## src/rtl/thdb_ad_trap_analyzer_pkg.sv

```systemverilog
// Shared definitions for the ADC trapezoid analyzer.
// FSM encoding, default thresholds and datapath widths.
package thdb_ad_trap_analyzer_pkg;

    localparam int DEF_DATA_W = 14;
    localparam int DEF_CNT_W  = 16;

    localparam logic [DEF_DATA_W-1:0] DEF_LO_TH = 14'h0400;
    localparam logic [DEF_DATA_W-1:0] DEF_HI_TH = 14'h3C00;

    localparam int                   DEF_MIN_BASE = 8;
    localparam logic [DEF_CNT_W-1:0] DEF_TIMEOUT  = 16'hF000;

    typedef enum logic [2:0] {
        S_WAIT,
        S_ARM,
        S_RISE,
        S_TOP,
        S_FALL,
        S_DONE
    } state_t;

endpackage

```

## src/rtl/thdb_ad_trap_analyzer_sat_counter.sv

```systemverilog
// Saturating up-counter used for baseline and phase durations.
// Clear together with enable restarts the count at one.
module thdb_sat_counter #(
    parameter int CNT_W = 16
) (
    input  logic             CLOCK_100,
    input  logic             rst_n,
    input  logic             i_clr,
    input  logic             i_en,
    output logic [CNT_W-1:0] o_cnt
);

    logic [CNT_W-1:0] r_cnt;

    // Count enabled samples, holding at all-ones instead of wrapping
    always_ff @(posedge CLOCK_100 or negedge rst_n) begin
        if (!rst_n) begin
            r_cnt <= '0;
        end else if (i_clr) begin
            r_cnt <= i_en ? CNT_W'(1) : '0;
        end else if (i_en && (r_cnt != '1)) begin
            r_cnt <= r_cnt + CNT_W'(1);
        end
    end

    assign o_cnt = r_cnt;

endmodule

```

## src/rtl/thdb_ad_trap_analyzer.sv

```systemverilog
// ADC-side trapezoid pulse analyzer: peak height plus rise,
// flat-top and fall durations, one handshaked record per pulse.
module thdb_ad_trap_analyzer
    import thdb_ad_trap_analyzer_pkg::*;
#(
    parameter int                DATA_W   = DEF_DATA_W,
    parameter int                CNT_W    = DEF_CNT_W,
    parameter logic [DATA_W-1:0] LO_TH    = DEF_LO_TH,
    parameter logic [DATA_W-1:0] HI_TH    = DEF_HI_TH,
    parameter int                MIN_BASE = DEF_MIN_BASE,
    parameter logic [CNT_W-1:0]  TIMEOUT  = DEF_TIMEOUT
) (
    input  logic              CLOCK_100,
    input  logic              rst_n,
    output logic              AD_CLK,
    input  logic [DATA_W-1:0] AD_DATA,
    input  logic              AD_OTR,
    output logic              meas_valid,
    input  logic              meas_ready,
    output logic [DATA_W-1:0] peak,
    output logic [CNT_W-1:0]  rise_cyc,
    output logic [CNT_W-1:0]  top_cyc,
    output logic [CNT_W-1:0]  fall_cyc,
    output logic              otr_seen,
    output logic              overrun,
    output logic              timeout_err
);

    localparam logic [CNT_W-1:0] BASE_LAST = CNT_W'(MIN_BASE - 1);
    localparam logic [CNT_W-1:0] TMO_LAST  = TIMEOUT - CNT_W'(1);

    state_t            r_state;
    state_t            w_state_nxt;
    logic [DATA_W-1:0] r_s_data;
    logic              r_s_otr;
    logic              w_lo;
    logic              w_hi;
    logic              w_mid;

    logic              w_base_clr, w_base_en;
    logic              w_rise_clr, w_rise_en;
    logic              w_top_clr,  w_top_en;
    logic              w_fall_clr, w_fall_en;
    logic [CNT_W-1:0]  w_base_cnt;
    logic [CNT_W-1:0]  w_rise_cnt;
    logic [CNT_W-1:0]  w_top_cnt;
    logic [CNT_W-1:0]  w_fall_cnt;

    logic              w_acc_clr;
    logic              w_acc_upd;
    logic              w_done;
    logic              w_tmo;
    logic              w_hs;
    logic [DATA_W-1:0] r_peak_acc;
    logic [DATA_W-1:0] w_peak_nxt;
    logic              r_otr_acc;
    logic              w_otr_nxt;

    logic              r_valid;
    logic [DATA_W-1:0] r_peak;
    logic [CNT_W-1:0]  r_rise;
    logic [CNT_W-1:0]  r_top;
    logic [CNT_W-1:0]  r_fall;
    logic              r_otr;
    logic              r_overrun;
    logic              r_timeout;

    assign AD_CLK = CLOCK_100;
    assign w_lo   = r_s_data < LO_TH;
    assign w_hi   = r_s_data >= HI_TH;
    assign w_mid  = !w_lo && !w_hi;
    assign w_hs   = r_valid && meas_ready;

    // Register the ADC word and range flag once before classification
    always_ff @(posedge CLOCK_100 or negedge rst_n) begin
        if (!rst_n) begin
            r_s_data <= '0;
            r_s_otr  <= 1'b0;
        end else begin
            r_s_data <= AD_DATA;
            r_s_otr  <= AD_OTR;
        end
    end

    thdb_sat_counter #(.CNT_W(CNT_W)) u_base (
        .CLOCK_100 (CLOCK_100),
        .rst_n     (rst_n),
        .i_clr     (w_base_clr),
        .i_en      (w_base_en),
        .o_cnt     (w_base_cnt)
    );

    thdb_sat_counter #(.CNT_W(CNT_W)) u_rise (
        .CLOCK_100 (CLOCK_100),
        .rst_n     (rst_n),
        .i_clr     (w_rise_clr),
        .i_en      (w_rise_en),
        .o_cnt     (w_rise_cnt)
    );

    thdb_sat_counter #(.CNT_W(CNT_W)) u_top (
        .CLOCK_100 (CLOCK_100),
        .rst_n     (rst_n),
        .i_clr     (w_top_clr),
        .i_en      (w_top_en),
        .o_cnt     (w_top_cnt)
    );

    thdb_sat_counter #(.CNT_W(CNT_W)) u_fall (
        .CLOCK_100 (CLOCK_100),
        .rst_n     (rst_n),
        .i_clr     (w_fall_clr),
        .i_en      (w_fall_en),
        .o_cnt     (w_fall_cnt)
    );

    // Pulse state register
    always_ff @(posedge CLOCK_100 or negedge rst_n) begin
        if (!rst_n) r_state <= S_WAIT;
        else        r_state <= w_state_nxt;
    end

    // Next state and counter controls; every sample counts in its own class
    always_comb begin
        w_state_nxt = r_state;
        w_base_clr  = 1'b0;
        w_base_en   = 1'b0;
        w_rise_clr  = 1'b0;
        w_rise_en   = 1'b0;
        w_top_clr   = 1'b0;
        w_top_en    = 1'b0;
        w_fall_clr  = 1'b0;
        w_fall_en   = 1'b0;
        w_acc_clr   = 1'b0;
        w_acc_upd   = 1'b0;
        w_done      = 1'b0;
        w_tmo       = 1'b0;
        unique case (r_state)
            S_WAIT: begin
                if (w_lo) begin
                    w_base_en = 1'b1;
                    if (w_base_cnt == BASE_LAST) w_state_nxt = S_ARM;
                end else begin
                    w_base_clr = 1'b1;
                end
            end
            S_ARM: begin
                w_rise_clr = 1'b1;
                w_top_clr  = 1'b1;
                w_fall_clr = 1'b1;
                w_acc_clr  = 1'b1;
                w_acc_upd  = !w_lo;
                if (w_hi) begin
                    w_top_en    = 1'b1;
                    w_state_nxt = S_TOP;
                end else if (w_mid) begin
                    w_rise_en   = 1'b1;
                    w_state_nxt = S_RISE;
                end
            end
            S_RISE: begin
                w_acc_upd = !w_lo;
                if (w_hi) begin
                    w_top_en    = 1'b1;
                    w_state_nxt = S_TOP;
                end else if (w_mid) begin
                    w_rise_en = 1'b1;
                end else begin
                    w_base_clr  = 1'b1;
                    w_base_en   = 1'b1;
                    w_state_nxt = S_WAIT;
                end
            end
            S_TOP: begin
                w_acc_upd = !w_lo;
                if (w_hi) begin
                    w_top_en = 1'b1;
                end else if (w_mid) begin
                    w_fall_en   = 1'b1;
                    w_state_nxt = S_FALL;
                end else begin
                    w_state_nxt = S_DONE;
                end
            end
            S_FALL: begin
                w_acc_upd = !w_lo;
                if (w_hi) begin
                    w_top_en    = 1'b1;
                    w_state_nxt = S_TOP;
                end else if (w_mid) begin
                    w_fall_en = 1'b1;
                end else begin
                    w_state_nxt = S_DONE;
                end
            end
            S_DONE: begin
                w_done      = 1'b1;
                w_base_clr  = 1'b1;
                w_base_en   = 1'b1;
                w_state_nxt = S_WAIT;
            end
            default: w_state_nxt = S_WAIT;
        endcase
        if ((w_rise_en && (w_rise_cnt == TMO_LAST)) ||
            (w_top_en  && (w_top_cnt  == TMO_LAST)) ||
            (w_fall_en && (w_fall_cnt == TMO_LAST))) begin
            w_tmo       = 1'b1;
            w_base_clr  = 1'b1;
            w_base_en   = 1'b0;
            w_state_nxt = S_WAIT;
        end
    end

    // Running peak and out-of-range flag for the pulse in flight
    always_comb begin
        w_peak_nxt = w_acc_clr ? '0 : r_peak_acc;
        w_otr_nxt  = w_acc_clr ? 1'b0 : r_otr_acc;
        if (w_acc_upd) begin
            if (r_s_data > w_peak_nxt) w_peak_nxt = r_s_data;
            w_otr_nxt = w_otr_nxt | r_s_otr;
        end
    end

    // Accumulator registers
    always_ff @(posedge CLOCK_100 or negedge rst_n) begin
        if (!rst_n) begin
            r_peak_acc <= '0;
            r_otr_acc  <= 1'b0;
        end else begin
            r_peak_acc <= w_peak_nxt;
            r_otr_acc  <= w_otr_nxt;
        end
    end

    // Output record: load on completion when the slot is free or draining
    always_ff @(posedge CLOCK_100 or negedge rst_n) begin
        if (!rst_n) begin
            r_valid <= 1'b0;
            r_peak  <= '0;
            r_rise  <= '0;
            r_top   <= '0;
            r_fall  <= '0;
            r_otr   <= 1'b0;
        end else if (w_done && (!r_valid || meas_ready)) begin
            r_valid <= 1'b1;
            r_peak  <= r_peak_acc;
            r_rise  <= w_rise_cnt;
            r_top   <= w_top_cnt;
            r_fall  <= w_fall_cnt;
            r_otr   <= r_otr_acc;
        end else if (w_hs) begin
            r_valid <= 1'b0;
        end
    end

    // Sticky error flags, cleared when a record is accepted
    always_ff @(posedge CLOCK_100 or negedge rst_n) begin
        if (!rst_n) begin
            r_overrun <= 1'b0;
            r_timeout <= 1'b0;
        end else begin
            if (w_hs) begin
                r_overrun <= 1'b0;
                r_timeout <= 1'b0;
            end
            if (w_done && r_valid && !meas_ready) r_overrun <= 1'b1;
            if (w_tmo) r_timeout <= 1'b1;
        end
    end

    assign meas_valid  = r_valid;
    assign peak        = r_peak;
    assign rise_cyc    = r_rise;
    assign top_cyc     = r_top;
    assign fall_cyc    = r_fall;
    assign otr_seen    = r_otr;
    assign overrun     = r_overrun;
    assign timeout_err = r_timeout;

endmodule

```

## config.mk

```make
export PLATFORM = sky130hd
export DESIGN_NAME = thdb_ad_trap_analyzer
export DESIGN_NICKNAME = d
export VERILOG_FILES = /design/src/rtl/thdb_ad_trap_analyzer_pkg.sv /design/src/rtl/thdb_ad_trap_analyzer_sat_counter.sv /design/src/rtl/thdb_ad_trap_analyzer.sv
export SDC_FILE = /design/constraint.sdc
export NUM_CORES = 1
export LEC_CHECK = 0
export BUFFER_PORTS_ARGS = -buffer_cell sky130_fd_sc_hd__buf_4
export CAP_MARGIN = 20
export CORE_MARGIN = 8
export CORE_UTILIZATION = 61
export DETAILED_ROUTE_END_ITERATION = 7
export PLACE_DENSITY = 0.82
export SYNTH_ARGS = -nofsm -noshare
export SYNTH_HDL_FRONTEND = slang
export SYNTH_HIERARCHICAL = 1
export SYNTH_SLANG_ARGS = --single-unit
```

## constraint.sdc

```tcl
create_clock -name CLOCK_100 -period 7.2 [get_ports CLOCK_100]
set_input_delay 1.44 -clock CLOCK_100 [delete_from_list [all_inputs] [get_ports CLOCK_100]]
set_output_delay 1.44 -clock CLOCK_100 [all_outputs]
set_load 0.005 [all_outputs]
```

# Yosys cells after proc, flatten, opt, wreduce, memory -nomap -nowiden
# Cells that the tools add are included.
dict set report op_classes {
  n_addsub 4
  n_mul 0
  div_mod_pow 0
  order_cmp 3
  eq_ne 19
  shift 0
  muxes 51
  bitwise_logic 1
  n_reduce_logical 31
}
# cell n
set op_table {}
lappend op_table {{two-way mux 16 bit} 8}
lappend op_table {{adder 16 x 1 -> 16 bit (second input constant)} 4}
lappend op_table {{inequality test 16 bit (second input constant)} 4}
lappend op_table {{equality test 16 bit (second input constant)} 3}
lappend op_table {{two-way mux 14 bit} 3}
lappend op_table {{two-way mux 3 bit} 10}
lappend op_table {{two-way mux 1 bit} 27}
lappend op_table {{equality test 16 x 3 -> 1 bit (second input constant)} 1}
lappend op_table {{case mux 3 bit (5 select lines)} 1}
lappend op_table {{greater-or-equal comparator 14 bit (second input constant)} 1}
lappend op_table {{greater-than comparator 14 bit} 1}
lappend op_table {{less-than comparator 14 x 11 -> 1 bit (second input constant)} 1}
lappend op_table {{nonzero test 2 bit} 7}
lappend op_table {{logical AND 1 bit} 12}
lappend op_table {{inequality test 4 bit (second input constant)} 3}
lappend op_table {{inequality test 3 bit (second input constant)} 3}
lappend op_table {{equality test 3 x 2 -> 1 bit (second input constant)} 2}
lappend op_table {{equality test 3 bit (second input constant)} 2}
lappend op_table {{case mux 1 bit (3 select lines)} 2}
lappend op_table {{AND reduction 6 bit} 1}
lappend op_table {{logical NOT 1 bit} 4}
lappend op_table {{OR reduction 2 bit} 2}
lappend op_table {{OR reduction 4 bit} 1}
lappend op_table {{equality test 3 x 1 -> 1 bit (second input constant)} 1}
lappend op_table {{other kinds (3)} 5}
dict set report totals {
  regBits 163
  latchBits 0
  mem_bits_rw 0
  rom_bits 0
  input_bits 18
  out_inout_bits 67
  elab_cells 126
  memories 0
}

# Logic depth before layout (Yosys ltp)
dict set report logic_depth {
  depth_word 13
  depth_mapped 12
  depth_no_buf 9
}

# By module
# The synthesis kept the hierarchy.
# module instances cells_per_inst area_each_um2 seq_area_each_um2
set modules_own_cells {}
lappend modules_own_cells {thdb_ad_trap_analyzer 1 328 4300.4 2477.4}
lappend modules_own_cells {{thdb_sat_counter at u_base ...} 3 102 959.7 400.4}
lappend modules_own_cells {{thdb_sat_counter at u_top} 1 103 964.7 400.4}

==> run metrics <==
wirelength, routed 18040 um; Hold Path Class reg2reg; pin count of the biggest net entering global routing 91; peak supply drop 0.1615 mV; Ys Warns 6; Multi-input gate area 3741 um2; IO buf count 84; CP Max Fanout 2; drt first pass iters 5; Pleak 4.331 nW; Mapped Cells 737; Synth-to-Final Area Change 18.01%; Post-Syn Nets 773; register area 4079 um2; synthesized area 8144 um2; Async S/R FF share, synth 100.0%; Yosys reg bits 163; number of flops mapped to enable cells by yosys 0; row cnt 42; max cap viols 0; placer congestion estimate 0.8931; WP buf/inv 3; First DRT Iteration DRCs 500; share of layout cells above drive strength 1 27.38%; detailed-placement wirelength estimate 12090 um; setup tns final 0 ns; DRC violations left 0; CP endpoint kind output pin; crit start category clock port; pre-CTS setup slack 2.049 ns; # hold bufs at CTS 0; die height 131.5 um; num ports 85; synthesized area per cell 11.05 um2; ys flop type dfrtp_1; WP data arrival 3.97 ns; Final Setup Violations 0; initial antenna violation count 0; DR WL/cell 17.95 um; Initial Util 61.99%; fillers 897; worst-path cell chain clkbuf_16, clkbuf_16, buf_4; post-CTS setup buffers 0; GRT Total Usage 21.43%; PD cells 216.0 nW/um2; Crit path top cell by count clkbuf_16; Skew-Pair Late Insertion Delay 0.54 ns; CTS tree done; antenna cell count 0; routed vias/inst 6.233; die width 131.5 um; Routed Antenna Nets 0; max-slew violation count 0; Netlist cell types 68; max_slew headroom 34.00%; CP top delay family buffers and inverters; setup ws final 1.793 ns; Worst Tran Pin Value 0.9818 ns; vias in the first global route 6352; routed vias 6264; sequential share of the synthesized area 50.08%; Req. time, crit path 5.76 ns; first-pass GRT wire length 30860 um; CTS clk-pin slew, worst paths 0.06 ns; CP Class clk2out; final net count 852; Core ar. 13140 um2; Slowest cell on crit path clkbuf_16; RSZ-0062 raised after global routing no; Min Hold Slack 0.5030 ns; run status complete, no violations; # resized after CTS 0; Overflow after GRT 0; Slowest Stage Delay on Critical Path 0.12 ns; die area 17300 um2; hold violation total from the final report 0; Clock Skew 0.005953 ns
==> per-layer routing <==
layer  vias up  GRT usage [%]  share of wire [%]
li1       2922              -                  -
met1      3123          25.94                 42
met2       191          35.91                 52
met3        28          4.916                4.4
met4         0          9.572                2.0
met5         -              0                  0
==> cell usage after synthesis, drive strengths merged, types with 3 or more instances <==
| cell type | count | area, um2 |
|---|---|---|
| a21o | 3 | 22.52 |
| a211oi | 11 | 97.60 |
| o311ai | 7 | 61.31 |
| and4 | 7 | 65.06 |
| nand2 | 46 | 172.7 |
| o31ai | 5 | 37.54 |
| a31oi | 4 | 25.02 |
| nand2b | 4 | 25.02 |
| and3 | 6 | 37.54 |
| nor2 | 48 | 180.2 |
| a41oi | 3 | 26.28 |
| nand3b | 5 | 37.54 |
| a31o | 3 | 26.28 |
| ha | 18 | 225.2 |
| nor2b | 12 | 75.07 |
| nor3 | 22 | 110.1 |
| nor3b | 4 | 30.03 |
| o211ai | 3 | 22.52 |
| mux2 | 78 | 878.3 |
| nand3 | 25 | 162.7 |
| buf | 23 | 135.1 |
| or4b | 3 | 30.03 |
| mux2i | 18 | 180.2 |
| or3 | 8 | 51.30 |
| a21oi | 38 | 193.9 |
| inv | 37 | 138.9 |
| nand4 | 36 | 276.5 |
| or2 | 4 | 25.02 |
| or4 | 12 | 91.34 |
| nand4b | 3 | 26.28 |
| dfrtp | 163 | 4079 |
| o21ai | 14 | 70.07 |
| clkbuf | 10 | 57.56 |
| nor4 | 23 | 183.9 |
| o41ai | 9 | 78.83 |
==> state kept, by name (all words and copies together), names as in the netlist <==
| signal | flops |
|---|---|
| rise_cyc | 16 |
| fall_cyc | 16 |
| overrun | 1 |
| u_base/o_cnt | 16 |
| peak | 14 |
| r_peak_acc | 14 |
| top_cyc | 16 |
| otr_seen | 1 |
| r_s_data | 14 |
| u_fall/o_cnt | 16 |
| timeout_err | 1 |
| r_otr_acc | 1 |
| meas_valid | 1 |
| r_state | 3 |
| u_top/o_cnt | 16 |
| u_rise/o_cnt | 16 |
| r_s_otr | 1 |
==> through the flow <==
step | power [mW] | instance area (um2) | utilization (%) | instances
global placement | 0.9914 | 8851 | 67.37 | 969
floorplan | 0.9633 | 8144 | - | 737
finish | 2.076 | 9610 | 73.15 | 1005
detailed placement | 0.9943 | 8851 | 67.37 | 969
CTS | 2.097 | 9599 | 73.07 | 1004
global route | 2.143 | 9610 | 73.15 | 1005
==> cell type report <==
| cell class | instances | area share (%) |
|---|---|---|
| inverter | 37 | 1.445 |
| clock inverter | 13 | 2.396 |
| sequential | 163 | 42.44 |
| timing repair buffer | 89 | 7.030 |
| multi-input combinational | 504 | 38.93 |
| tap | 176 | 2.291 |
| clock buffer | 23 | 5.468 |
==> power by group <==
part	leakage (nW)	switching, mW	internal (mW)
combinational	1.72	0.0285	0.0135
sequential	2.24	0.00532	0.921
clock	0.373	0.371	0.737
total	4.33	0.404	1.67
==> layout by cell type (no fill, tap or decap), drive strengths merged, types with 23 or more instances in the layout <==
master	count
mux2	78
nand2	46
inv	38
nor4	23
a21oi	38
buf	90
nor2	48
nand4	36
nand3	25
dfrtp	163
==> cells by family (layout without fill, tap and decap cells) <==
kind of cell    count (synthesis)  count (layout)  synth area share, %
fa+ha+maj                      18              18                2.765
mux                            96              96                13.00
xor+xnor                        3               3               0.3227
simple gates                  274             274                20.02
flops                         163             163                50.08
compound gates                113             113                9.741
buf+inv                        70             162                4.071
==> final timing paths <==
check	to	from	cells past startpoint	slack, ns
max in group asynchronous	u_fall/o_cnt[11]	rst_n	2	4.84
min in group asynchronous	u_top/o_cnt[7]	rst_n	1	0.96
worst max register to register	r_peak_acc[0]	r_state[2]	10	3.50
worst min register to register	r_otr_acc	r_otr_acc	1	0.50
worst min-delay path	r_otr_acc	r_otr_acc	1	0.50
worst max-delay path	AD_CLK	CLOCK_100	3	1.79
No activity file was read; power rests on OpenSTA's default activity.
